**src/rtl/uv_boot_pkg.sv**
```systemverilog
// Shared types for the boot copier: FSM state encoding and the bus exception code.
package uv_boot_pkg;

  typedef enum logic [2:0] {
    IDLE,
    RD_REQ,
    RD_RSP,
    WR_REQ,
    WR_RSP,
    FIN
  } state_t;

  localparam logic [1:0] EXCP_NONE = 2'b00;

endpackage

```
**src/rtl/uv_boot_copier.sv**
```systemverilog
// Boot copier: ROM->RAM word copy, one outstanding bus transaction, 4 cycles/word with zero-wait slaves (done at 4*len+1).
// Waits indefinitely on req_rdy / rsp_vld of either port; optional XOR checksum under UV_BOOT_COPIER_CHKSUM_EN.
module uv_boot_copier
  import uv_boot_pkg::*;
#(
  parameter int ALEN  = 26,
  parameter int DLEN  = 32,
  parameter int MLEN  = DLEN / 8,
  parameter int LEN_W = 16
) (
  input  logic             clk,
  input  logic             rst,
  input  logic             start,
  input  logic [ALEN-1:0]  src_base,
  input  logic [ALEN-1:0]  dst_base,
  input  logic [LEN_W-1:0] copy_len,
  output logic             busy,
  output logic             done,
  output logic             err,
`ifdef UV_BOOT_COPIER_CHKSUM_EN
  output logic [DLEN-1:0]  chksum,
`endif
  output logic             src_req_vld,
  input  logic             src_req_rdy,
  output logic             src_req_read,
  output logic [ALEN-1:0]  src_req_addr,
  output logic [MLEN-1:0]  src_req_mask,
  output logic [DLEN-1:0]  src_req_data,
  input  logic             src_rsp_vld,
  output logic             src_rsp_rdy,
  input  logic [1:0]       src_rsp_excp,
  input  logic [DLEN-1:0]  src_rsp_data,
  output logic             dst_req_vld,
  input  logic             dst_req_rdy,
  output logic             dst_req_read,
  output logic [ALEN-1:0]  dst_req_addr,
  output logic [MLEN-1:0]  dst_req_mask,
  output logic [DLEN-1:0]  dst_req_data,
  input  logic             dst_rsp_vld,
  output logic             dst_rsp_rdy,
  input  logic [1:0]       dst_rsp_excp,
  input  logic [DLEN-1:0]  dst_rsp_data
);

  localparam logic [ALEN-1:0] STRIDE = ALEN'(MLEN);

  state_t           state;
  logic [LEN_W-1:0] len_q;
  logic [LEN_W-1:0] cnt;

  // RAM write responses carry no useful data.
  logic unused_dst_rsp;
  assign unused_dst_rsp = ^dst_rsp_data;

  // The request address registers double as the running copy pointers and
  // dst_req_data doubles as the one-word buffer, so request fields are held
  // stable for free while a slave stalls.
  always_ff @(posedge clk) begin
    if (rst) begin
      state        <= IDLE;
      len_q        <= '0;
      cnt          <= '0;
      busy         <= 1'b0;
      done         <= 1'b0;
      err          <= 1'b0;
`ifdef UV_BOOT_COPIER_CHKSUM_EN
      chksum       <= '0;
`endif
      src_req_vld  <= 1'b0;
      src_req_read <= 1'b0;
      src_req_addr <= '0;
      src_req_mask <= '0;
      src_req_data <= '0;
      src_rsp_rdy  <= 1'b0;
      dst_req_vld  <= 1'b0;
      dst_req_read <= 1'b0;
      dst_req_addr <= '0;
      dst_req_mask <= '0;
      dst_req_data <= '0;
      dst_rsp_rdy  <= 1'b0;
    end else begin
      done <= 1'b0;
      case (state)
        IDLE: begin
          if (start) begin
            len_q        <= copy_len;
            cnt          <= '0;
            err          <= 1'b0;
`ifdef UV_BOOT_COPIER_CHKSUM_EN
            chksum       <= '0;
`endif
            src_req_addr <= src_base;
            dst_req_addr <= dst_base;
            if (copy_len != '0) begin
              state        <= RD_REQ;
              busy         <= 1'b1;
              src_req_vld  <= 1'b1;
              src_req_read <= 1'b1;
              src_req_mask <= '1;
              src_req_data <= '0;
            end else begin
              state <= FIN;
              done  <= 1'b1;
            end
          end
        end

        RD_REQ: begin
          if (src_req_rdy) begin
            src_req_vld <= 1'b0;
            src_rsp_rdy <= 1'b1;
            state       <= RD_RSP;
          end
        end

        RD_RSP: begin
          if (src_rsp_vld) begin
            src_rsp_rdy <= 1'b0;
            if (src_rsp_excp != EXCP_NONE) begin
              err   <= 1'b1;
              busy  <= 1'b0;
              done  <= 1'b1;
              state <= FIN;
            end else begin
`ifdef UV_BOOT_COPIER_CHKSUM_EN
              chksum       <= chksum ^ src_rsp_data;
`endif
              dst_req_data <= src_rsp_data;
              dst_req_vld  <= 1'b1;
              dst_req_read <= 1'b0;
              dst_req_mask <= '1;
              state        <= WR_REQ;
            end
          end
        end

        WR_REQ: begin
          if (dst_req_rdy) begin
            dst_req_vld <= 1'b0;
            dst_rsp_rdy <= 1'b1;
            state       <= WR_RSP;
          end
        end

        WR_RSP: begin
          if (dst_rsp_vld) begin
            dst_rsp_rdy <= 1'b0;
            if (dst_rsp_excp != EXCP_NONE) begin
              err   <= 1'b1;
              busy  <= 1'b0;
              done  <= 1'b1;
              state <= FIN;
            end else begin
              cnt          <= cnt + LEN_W'(1);
              src_req_addr <= src_req_addr + STRIDE;
              dst_req_addr <= dst_req_addr + STRIDE;
              if (cnt == len_q - LEN_W'(1)) begin
                busy  <= 1'b0;
                done  <= 1'b1;
                state <= FIN;
              end else begin
                src_req_vld  <= 1'b1;
                src_req_read <= 1'b1;
                src_req_mask <= '1;
                src_req_data <= '0;
                state        <= RD_REQ;
              end
            end
          end
        end

        FIN: begin
          state <= IDLE;
        end

        default: begin
          state <= IDLE;
          busy  <= 1'b0;
        end
      endcase
    end
  end

endmodule

```
**config.mk**
```make
export PLATFORM = sky130hd
export DESIGN_NAME = uv_boot_copier
export DESIGN_NICKNAME = d
export VERILOG_FILES = /design/src/rtl/uv_boot_pkg.sv /design/src/rtl/uv_boot_copier.sv
export SDC_FILE = /design/constraint.sdc
export NUM_CORES = 1
export LEC_CHECK = 0
export CAP_MARGIN = 20
export CORE_ASPECT_RATIO = 1.1
export CORE_MARGIN = 2
export CORE_UTILIZATION = 44
export DETAILED_ROUTE_END_ITERATION = 8
export GPL_TIMING_DRIVEN = 0
export PLACE_DENSITY = 0.86
export SLEW_MARGIN = 20
export SYNTH_ARGS = -nofsm -noshare
export SYNTH_HDL_FRONTEND = slang
export SYNTH_SLANG_ARGS = --single-unit
export TNS_END_PERCENT = 50
```
**constraint.sdc**
```tcl
create_clock -name clk -period 3.5 [get_ports clk]
set_clock_uncertainty 0.05 [all_clocks]
set_input_delay 0.525 -clock clk [delete_from_list [all_inputs] [get_ports clk]]
set_output_delay 0.525 -clock clk [all_outputs]
set_load 0.02 [all_outputs]
```
==> impl_metrics.csv <==
group,metric,value,unit
synth,yosysSeqAreaShare,37.2,%
floorplanning,die_width,123,um
critical_path,path_buf_inv,3,
clock_tree,post-cts-setup-buffers,0,
synth,ys.flop_type,"dfxtp_1",
clock_tree,cts_resized,0,
power,p_per_area,441,nW/um^2
timing,maxSlewViolCount,0,
timing,tightest_slew,0.786,ns
critical_path,crit_family,"buffers and inverters",
placement,hpwlAfterDp,17.3,mm
synth,synth_edf_count,0,
global_routing,grt_pass1_vias,7203,
clock_tree,cts_tree,"done",
route,viasPerCell,5.62,
timing,maxSlewHeadroom,47.2,%
route,ant_nets,0,
route,drt_wl_total,24.0,mm
synth,synthCells,931,
timing,hold_viol,0,
synth,syn_area,6890,sq um
placement,post_dp_cell_area,9350,sq um
clock_tree,cts_sinks,128,
run_status,status,"finished, final reports clean",
timing,setup_viol,0,
job,drv_cap,0,
clock_tree,postCtsHoldBufs,0,
power,ir_drop,0.000381,V
critical_path,crit_type,"in -> reg",
synth,yosysUniqueCellTypes,60,
clock_tree,clkLatencyLatePin,0.42,ns
finish,drive_above_1_share,6.90,%
synth,yosys_warnings,0,
critical_path,r2r_cells,8,
global_routing,antenna_found_initial,0,
route,vias,7860,
clock_tree,htreeDepth,4,
floorplanning,dieHeight,135,um
critical_path,end_kind,"register",
finish,area_delta_synth_final,43.9,%
critical_path,reg2reg_setup_slack,0.53,ns
clock_tree,cts_root_buf,"clkbuf_16",
hold_path,hp-class,"in -> reg",
synth,avgSynthCellArea,7.40,sq um
route,avgRoutedWirePerCell,17.1,um
critical_path,path_cells,"clkdlybuf4s50_1, nor2_1, nand3_1, a21boi_0, clkbuf_1, clkbuf_1, o21ai_0, a21oi_1, nor2_1",
global_routing,grt_start_max_net_pins,17,
timing,rsz0062_at_grt,"no",
route,dr.pass1.iters,6,
placement,io_buffers,209,
route,remaining_drc_errors,0,
synth,synthArstFlopShare,0,%
floorplanning,rows,47,
critical_path,crit_arrival,3.39,ns
critical_path,worstPathRequired,3.73,ns
critical_path,critPathMaxFanout,10,
finish,layout.nets,1338,
floorplanning,ios,276,
hold_path,min_path_cells,2,
floorplanning,die-area,16700,sq um
timing,period_share,90.1,%
floorplanning,start_util,45.4,%
floorplanning,core_area,15200,sq um
global_routing,grt_pass1_wl,36.5,mm
clock_tree,numCtsBuffers,17,
synth,ys_seq_elements,128,
power,p_leak,3.61,nW
route,drt_iter0_markers,789,
timing,fin_tns_setup,0,ns
clock_tree,cts_max_path_buffers,2,
placement,gp_congestion,0.955,
critical_path,cp-start-kind,"input port",
global_routing,grt_overflow,0,
finish,diodes,0,
clock_tree,clk_pin_slew,0.05,ns
critical_path,cpPeakStageDelay,0.52,ns
critical_path,critical_path.slowest_cell,"a21boi_0",
timing,finalCriticalPeriod,3.15,ns
global_routing,grt_use_total,28.2,%
critical_path,worst-path-stages,9,
finish,final_area,9910,sq um
timing,clock.fmax,317,MHz
kinds of logic after synthesis:
logic type,after synthesis,share of synthesized area (%)
AO/OA/AOI/OAI,243,21.2
XOR/XNOR,30,3.81
adder cells (fa/ha/maj),4,0.727
buffers and inverters,109,8.85
flip-flops,128,37.2
multiplexers,2,0.291
other,1,0.0544
AND/OR/NAND/NOR,414,27.8
report_power, final:
part,switching [W],internal (W)
Combinational,0.000542,0.000465
Clock,0.000632,0.00106
Sequential,0.000119,0.00155
synth_stat cells (2+ instances only):
cell,count,area (sq um)
a211oi_1,23,173
a21o_1,7,52.6
a21oi_1,117,586
a22o_1,3,26.3
a22oi_1,7,52.6
a2bb2oi_1,4,35.0
a311oi_1,3,26.3
a31oi_1,4,25.0
and2_1,4,25.0
and3_1,15,93.8
and4_1,4,35.0
and4b_1,2,20.0
buf_1,2,7.51
buf_12,2,40.0
buf_4,40,300
clkbuf_1,56,210
dfxtp_1,128,2560
ha_1,4,50.1
inv_1,7,26.3
mux2i_1,2,20.0
nand2_1,172,646
nand2b_1,7,43.8
nand3_1,30,150
nand3b_1,3,22.5
nand4_1,21,131
nor2_1,89,334
nor2b_1,6,37.5
nor3_1,28,140
nor3b_1,5,37.5
nor4_1,7,43.8
o21ai_0,47,235
o22ai_1,8,50.1
o31ai_1,6,45.0
or3_1,13,81.3
or3_4,2,22.5
xnor2_1,17,149
xor2_1,13,114
path summary, 6_finish.rpt:
path,start,end
max reg2reg,state[1]$_SDFFE_PP0P_,src_req_addr[4]$_SDFFE_PP0P_
max,dst_rsp_excp[1],src_req_addr[4]$_SDFFE_PP0P_
min,rst,done$_SDFF_PP0_
min reg2reg,dst_req_addr[1]$_SDFFE_PP0P_,dst_req_addr[1]$_SDFFE_PP0P_
through the flow:
stage | hold WS [ns] | std cells | worst slack (ns) | total power, W | utilization (%)
floorplan | 0.398 | 963 | 1.08 | 0.00224 | -
global placement | 0.388 | 1368 | 0.247 | 0.00266 | 61.6
detailed placement | 0.395 | 1368 | 0.207 | 0.00268 | 61.6
CTS | 0.298 | 1399 | 0.565 | 0.00436 | 65.3
global route | 0.301 | 1399 | 0.293 | 0.00453 | 65.3
finish | 0.313 | 1399 | 0.346 | 0.00437 | 65.3
area by class of cell:
type	instances	area [sq um]
repair buffers	209	2090
plain buffers	102	583
multi-input cells	726	3840
fillers	1353	5260
well taps	196	245
clock buffers	26	509
flip-flops and latches	128	2560
inverters	7	26.3
clock inverters	5	52.6
sequential cells by signal, indices dropped and copies added (netlist names):
signal / flops
busy: 1
cnt: 16
done: 1
dst_req_addr: 26
dst_req_data: 32
dst_req_mask: 1
dst_req_vld: 1
dst_rsp_rdy: 1
err: 1
len_q: 16
src_req_addr: 26
src_req_mask: 1
src_req_vld: 1
src_rsp_rdy: 1
state: 3
metal layers:
layer / part of all wire, % / track usage [%] / wire length, um
met1: 38 / 34.5 / 9200
met2: 48 / 46.0 / 11500
met3: 10 / 7.87 / 2480
met4: 3.5 / 12.2 / 844
met5: 0 / 0 / 0
cell usage in the layout, fill, tap and decap left out, drive strengths merged, types with 7 or more instances in the layout:
cell,n
xnor2,17
a211oi,23
nand2,172
nand2b,7
nor4,8
dfxtp,128
or3,16
a22oi,7
a21oi,118
clkbuf,83
nand3,30
nor2,89
o22ai,8
a21o,7
nor3,28
and3,15
conb,33
clkdlybuf4s50,209
xor2,13
o21ai,47
buf,45
nand4,21
inv,7
No activity file was read; power rests on OpenSTA's default activity.
